`config.mk`:
```
export PLATFORM = sky130hd
export DESIGN_NAME = mem_port_arbiter
export DESIGN_NICKNAME = d
export VERILOG_FILES = /design/src/rtl/mem_port_arbiter.sv
export SDC_FILE = /design/constraint.sdc
export NUM_CORES = 1
export LEC_CHECK = 0
export CAP_MARGIN = 40
export CORE_MARGIN = 8
export CORE_UTILIZATION = 38
export DETAILED_ROUTE_END_ITERATION = 8
export HOLD_SLACK_MARGIN = 0.02
export PLACE_DENSITY = 0.93
export SYNTH_ARGS = -nofsm -noshare
export SYNTH_HDL_FRONTEND = slang
export SYNTH_SLANG_ARGS = --single-unit
```
`constraint.sdc`:
```
create_clock -name clk -period 2.6 [get_ports clk]
set_clock_uncertainty 0.1 [all_clocks]
set_input_delay 0.78 -clock clk [delete_from_list [all_inputs] [get_ports clk]]
set_output_delay 0.78 -clock clk [all_outputs]
set_load 0.005 [all_outputs]
```
`src/rtl/mem_port_arbiter.sv`:
```
// Two-requester round-robin arbiter and sequencer for a single-port,
// registered-read word memory. Each accepted request walks
// IDLE -> ISSUE -> (RDWAIT) -> RESP and is answered on its owner's
// response channel before the next request is taken.
module mem_port_arbiter #(
  parameter int unsigned ADDR_W = 10,
  parameter int unsigned DATA_W = 32
) (
  input  logic              clk,
  input  logic              rst_n,

  input  logic              req0_valid,
  output logic              req0_ready,
  input  logic              req0_we,
  input  logic [ADDR_W-1:0] req0_addr,
  input  logic [DATA_W-1:0] req0_wdata,
  output logic              rsp0_valid,
  input  logic              rsp0_ready,
  output logic [DATA_W-1:0] rsp0_rdata,

  input  logic              req1_valid,
  output logic              req1_ready,
  input  logic              req1_we,
  input  logic [ADDR_W-1:0] req1_addr,
  input  logic [DATA_W-1:0] req1_wdata,
  output logic              rsp1_valid,
  input  logic              rsp1_ready,
  output logic [DATA_W-1:0] rsp1_rdata,

  output logic [ADDR_W-1:0] mem_address,
  output logic [DATA_W-1:0] mem_write_data,
  output logic              mem_write,
  input  logic [DATA_W-1:0] mem_read_data,

  output logic              busy
);

  typedef enum logic [1:0] {
    ST_IDLE   = 2'd0,
    ST_ISSUE  = 2'd1,
    ST_RDWAIT = 2'd2,
    ST_RESP   = 2'd3
  } state_t;

  state_t              state;
  state_t              state_next;

  logic                last_grant;
  logic                owner_q;
  logic                we_q;
  logic [ADDR_W-1:0]   addr_q;
  logic [DATA_W-1:0]   wdata_q;
  logic [DATA_W-1:0]   rdata_q;

  logic                any_valid;
  logic                grant_id;
  logic                accept;
  logic                owner_rsp_ready;

  // Round-robin pick: on a tie the requester not granted last wins
  always_comb begin
    any_valid = req0_valid | req1_valid;
    grant_id  = 1'b0;
    if (req0_valid && req1_valid) begin
      grant_id = ~last_grant;
    end else if (req1_valid) begin
      grant_id = 1'b1;
    end
    accept          = rst_n & (state == ST_IDLE) & any_valid;
    owner_rsp_ready = owner_q ? rsp1_ready : rsp0_ready;
  end

  // State register
  always_ff @(posedge clk) begin
    if (!rst_n) begin
      state <= ST_IDLE;
    end else begin
      state <= state_next;
    end
  end

  // Next-state logic
  always_comb begin
    state_next = state;
    case (state)
      ST_IDLE: begin
        if (accept) begin
          state_next = ST_ISSUE;
        end
      end
      ST_ISSUE: begin
        state_next = we_q ? ST_RESP : ST_RDWAIT;
      end
      ST_RDWAIT: begin
        state_next = ST_RESP;
      end
      ST_RESP: begin
        if (owner_rsp_ready) begin
          state_next = ST_IDLE;
        end
      end
      default: begin
        state_next = ST_IDLE;
      end
    endcase
  end

  // Request latch, read-data capture and registered busy flag
  always_ff @(posedge clk) begin
    if (!rst_n) begin
      last_grant <= 1'b1;
      owner_q    <= 1'b0;
      we_q       <= 1'b0;
      addr_q     <= '0;
      wdata_q    <= '0;
      rdata_q    <= '0;
      busy       <= 1'b0;
    end else begin
      if (accept) begin
        last_grant <= grant_id;
        owner_q    <= grant_id;
        we_q       <= grant_id ? req1_we    : req0_we;
        addr_q     <= grant_id ? req1_addr  : req0_addr;
        wdata_q    <= grant_id ? req1_wdata : req0_wdata;
        rdata_q    <= '0;
      end
      if (state == ST_RDWAIT) begin
        rdata_q <= mem_read_data;
      end
      busy <= (state_next != ST_IDLE);
    end
  end

  // Handshake and memory-port outputs decoded from state
  always_comb begin
    req0_ready = accept & ~grant_id;
    req1_ready = accept & grant_id;
    mem_write  = (state == ST_ISSUE) & we_q & rst_n;
    rsp0_valid = (state == ST_RESP) & ~owner_q;
    rsp1_valid = (state == ST_RESP) & owner_q;
    rsp0_rdata = owner_q ? '0 : rdata_q;
    rsp1_rdata = owner_q ? rdata_q : '0;
  end

  assign mem_address    = addr_q;
  assign mem_write_data = wdata_q;

endmodule

```
# Yosys cells after proc, flatten, opt, wreduce, memory -nomap -nowiden
# Index checks and enable logic that the tools add are counted.
# W data, S select, Z words.
[classes]
n_eq_ne = 3
mux = 14
bitwise_logic = 12
reduce_logical = 4
[op_table]
columns = ["operator", "count"]
rows = [
  ["$mux W32", 5],
  ["$mux W10", 1],
  ["$and A1 B1 Y1", 8],
  ["$pmux W2 S4", 1],
  ["$mux W1", 5],
  ["$eq A2 B2 Y1 const B", 2],
  ["$mux W2", 2],
  ["$reduce_bool A2 Y1", 2],
  ["$not A1 Y1", 3],
  ["$eq A2 B1 Y1 const B", 1],
  ["$logic_not A2 Y1", 1],
  ["$logic_and A1 B1 Y1", 1],
  ["$or A1 B1 Y1", 1],
]
[totals]
regBits = 80
inputBits = 124
word_cells = 41

# Longest topological paths before layout
[depth]
depth_word = 6
ltp_mapped = 6
depth_no_buf = 3

# Worst setup path before layout
# OpenSTA, ideal clock, no wires.
[synth_timing]
path_kind = "input to output"
from = "input port req1_valid"
to = "output port req1_ready"
arrival_ns = 1.528
required_time_ns = 1.720
path_slack_ns = 0.192
path_stages = 5
n_path_buf = 2
path_cell_list = "or2_2 buf_2 buf_2 nand3_1 inv_1"
[synth_between]
elab_chain_cells = 3
[synth_rtl]
columns = ["item", "line_no", "text"]
rows = [
  ["from (decl)", "21", "input logic req1_valid,"],
  ["$or A1 B1 Y1 (tied with other cells)", "62", "any_valid = req0_valid | req1_valid;"],
  ["$and A1 B1 Y1 / $mux W1 (equally long branches)", "69, 64", ""],
  ["$and A1 B1 Y1 (*)", "137", "req1_ready = accept & grant_id;"],
  ["to (decl)", "22", "output logic req1_ready,"],
]
# Mark *: on every way between the ends. The rest lies on a longest branch, timed or not.

# Final worst setup path
[layout_timing]
from = "input port req0_valid"
to = "output port req1_ready"
[layout_between]
elab_chain_cells = 3
[layout_rtl]
columns = ["item", "line_no", "text"]
rows = [
  ["from (decl)", "12", "input logic req0_valid,"],
  ["$or A1 B1 Y1 / $logic_and A1 B1 Y1 (equally long branches)", "62, 64", ""],
  ["$and A1 B1 Y1 / $mux W1 (equally long branches)", "69, 64", ""],
  ["$and A1 B1 Y1 (*)", "137", ""],
]
# Marked as above.

==> summary.md <==
| Metric | Value |
|---|---|
| CTS clock-pin slew for the worst setup and hold paths | 0.08 ns |
| Most repeated cell in the gate-level netlist after synthesis | sky130_fd_sc_hd__nand2_1 |
| Critical path endpoint category | output port |
| Initial Utilization | 0.387 |
| Peak ir drop on the vdd network | 295 µV |
| Critical Path Fanout Max | 4 |
| Final worst slack | 0.0360 ns |
| Combined buffer and inverter count along the critical path | 3 |
| Via count normalized by instance count | 5.36 |
| Data arrival at the endpoint of the critical path | 1.68 ns |
| Synthesis-stage register bit count | 80 |
| H-tree depth reported by CTS | 3 |
| Height of the die | 118 µm |
| Number of global-route vias before repair | 4700 |
| Critical path's top delay family | buffers and inverters |
| Num CTS Buffers | 9 |
| Maxcap violations | 0 |
| Outcome | finished, final reports clean |
| Input/output buffers | 235 |
| Data required time of the critical path | 1.72 ns |
| Metal-1 WL | 5960 µm |
| Total wirelength of the detailed-routed design | 15300 µm |
| X dimension of the die | 118 µm |
| Die area | 13900 µm² |
| Place WS | -0.644 ns |
| Number of primary I/O pins | 236 |
| Kind of launch point of the worst setup path | input pin |
| Area growth, synth to finish | 70.1% |
| RSZ-0062 raised after global routing | no |
| TritonCTS sink count | 80 |
| Relative slew slack | 0.482 |
| Average cell area after synthesis | 7.95 µm² |
| Quantity of hold-fixing buffers added after cts | 0 |
| TritonRoute pass-1 iters | 5 |
| Most area-hungry cell type in the Yosys netlist | sky130_fd_sc_hd__dfxtp_1 |
| Wire length of the first global-routing pass | 24200 µm |
| Vias after detailed routing | 4607 |
| Detailed route wirelength on metal2 | 7330 µm |
| Routed WL per cell | 17.9 µm |
| Most frequently used flop master after synthesis | sky130_fd_sc_hd__dfxtp_1 |
| Net count after synthesis | 620 |
| Number of synthesized flops with an enable pin | 0 |
| Post-layout instance area | 6710 µm² |
| Antenna Cells | 0 |
| Synthesis Warnings | 0 |
| Count of final hold-check violations | 0 |
| Clock tree buffer depth | 2 |
| Portion of the post-synthesis area used by sequential elements | 0.406 |
| First-iteration detailed-routing DRC count | 266 |
| Top cells by area, synth | sky130_fd_sc_hd__dfxtp_1, sky130_fd_sc_hd__nand2_1, sky130_fd_sc_hd__a21oi_1 |
| Total placed instance area | 6420 µm² |
| Detailed-route DRC error count | 0 |
| Post-route total power | 3.25 mW |
| Maximum number of pins on one net before global-route repair | 77 |
| Yosys cell types | 28 |
| Worst Path Class, Setup | input pin to output port |
| Routability-driven placement congestion ratio | 0.863 |
| HPWL after detailed placement | 11300 µm |
| TritonCTS clock tree | built |
| Total Nets Final | 842 |
| Top routing layer in use | met5 |
| Final setup fails | 0 |
| Floorplan core area | 10200 µm² |
| Cell depth of the worst flop-to-flop path | 7 |
| Instance count along the most critical hold path | 2 |
| Min Tclk post-route | 2.56 ns |
| Count of mapped cells out of synthesis | 496 |
| Path length in cells of the critical path | 5 |
| Cell-by-cell trace of the critical path | dlygate4sd2_1 -> or2_4 -> nand3_1 -> inv_1 -> clkdlybuf4s15_2 |
| Top cells by instance count after synthesis | sky130_fd_sc_hd__nand2_1, sky130_fd_sc_hd__dfxtp_1, sky130_fd_sc_hd__a21oi_1, sky130_fd_sc_hd__a311oi_1, sky130_fd_sc_hd__nor2b_1 |
| Met3 wire length | 1650 µm |
| Top achievable clock speed | 0.390 GHz |
| Power density over the cells | 485 nW/µm² |
| Number of max-slew violations in the final report | 0 |
| Count of nets left with antenna violations after detail routing | 0 |
| Summed instance area of the synthesized netlist | 3940 µm² |
| Async SR Flop Fraction | 0 |
| Core Rows | 37 |
| Source-to-sink clock delay at the later pin of the worst-skew pair | 0.35 ns |
| Hold Crit Class | flip-flop to flip-flop |
| GR Util All Layers | 0.211 |
| Residual overflow from global routing | 0 |
| Clock Root Buffer | sky130_fd_sc_hd__clkbuf_8 |
| Number of antenna violations at the first check in global routing | 2 |
| Proportion of layout cells with a drive suffix above 1 | 0.0761 |
| CP peak stage delay | 0.28 ns |
| Slowest CP cell | sky130_fd_sc_hd__dlygate4sd2_1 |
| Share of the synthesized area in the top cell type | 0.406 |
| P_leak | 2.77 nW |
| Final period utilization | 0.986 |
| Transition at the pin with the smallest max-transition slack | 0.777 ns |
layer usage:
metal,global-route usage,vias to the layer above
met5,0,-
met1,0.227,2155
met2,0.346,238
met3,0.103,32
met4,0.0897,4
li1,-,2178
flip-flops by register name, summed over array words and instances, names as in the netlist:
name	flops
we_q	1
state	2
owner_q	1
mem_write_data	32
mem_address	10
last_grant	1
busy	1
rdata_q	32
placed cells by master, fill, tap and decap left out, types with 4 or more instances in the layout:
| cell | instances |
|---|---|
| sky130_fd_sc_hd__and2_1 | 32 |
| sky130_fd_sc_hd__nor2b_1 | 32 |
| sky130_fd_sc_hd__dlymetal6s2s_1 | 15 |
| sky130_fd_sc_hd__o211ai_1 | 32 |
| sky130_fd_sc_hd__nor2_1 | 4 |
| sky130_fd_sc_hd__o21ai_0 | 4 |
| sky130_fd_sc_hd__a311oi_1 | 43 |
| sky130_fd_sc_hd__dlygate4sd2_1 | 11 |
| sky130_fd_sc_hd__buf_4 | 21 |
| sky130_fd_sc_hd__buf_12 | 6 |
| sky130_fd_sc_hd__dfxtp_1 | 79 |
| sky130_fd_sc_hd__a21oi_1 | 77 |
| sky130_fd_sc_hd__clkbuf_8 | 11 |
| sky130_fd_sc_hd__nand2_1 | 121 |
| sky130_fd_sc_hd__clkdlybuf4s50_1 | 206 |
through the flow:
step                       util  hold slack [ns]  setup TNS [ns]  cells
after floorplan               -            0.368               0    496
after global placement    0.630            0.379           -5.09    837
after CTS                 0.654            0.403               0    857
after detailed placement  0.630            0.392           -7.94    837
final                     0.659            0.401               0    859
after global routing      0.659            0.418               0    859
worst paths after layout:
kind                                                from                          end  slack, ns
worst max-delay path                          req0_valid                   req1_ready       0.04
worst min-delay path            rdata_q[18]$_SDFFE_PN0P_     rdata_q[18]$_SDFFE_PN0P_       0.40
worst max register to register       state[0]$_SDFF_PN0_  mem_address[0]$_SDFFE_PN0P_       0.66
worst min register to register  rdata_q[18]$_SDFFE_PN0P_     rdata_q[18]$_SDFFE_PN0P_       0.40
area by class of cell:
type | instances | area, µm²
clock buffers | 13 | 159
clock inverters | 3 | 40.0
fillers | 786 | 3480
inverters | 3 | 11.3
multi-input cells | 360 | 2040
flip-flops and latches | 80 | 1610
well taps | 136 | 170
repair buffers | 264 | 2680
worst register-to-register path, delay by kind of cell, from the launching register on:
| family | cells | cell delay, ns |
|---|---|---|
| buffers and inverters | 4 | 0.63 |
| AO/OA/AOI/OAI | 2 | 0.46 |
| flip-flops | 1 | 0.42 |
| AND/OR/NAND/NOR | 1 | 0.24 |
power by group:
group	switching [mW]	internal, mW
clock network	0.441	0.494
logic	0.396	0.517
registers	0.0719	1.33
total	0.910	2.34
logic make-up (layout without fill, tap and decap cells):
| family | after synthesis | count (layout) | share of synthesized area |
|---|---|---|---|
| DFF | 80 | 80 | 0.406 |
| AOI/OAI and AO/OA | 158 | 158 | 0.265 |
| buffers and inverters | 56 | 283 | 0.0797 |
| and+or+nand+nor | 200 | 200 | 0.244 |
| muxes | 2 | 2 | 0.00508 |
timing repair:
action	4_1_cts	5_1_grt
gates resized for setup	23	16
cloned	1	0
pin swaps	0	1
endpoints found under the setup margin	6	17
buffers inserted	3	2
No activity file was read; power rests on OpenSTA's default activity.
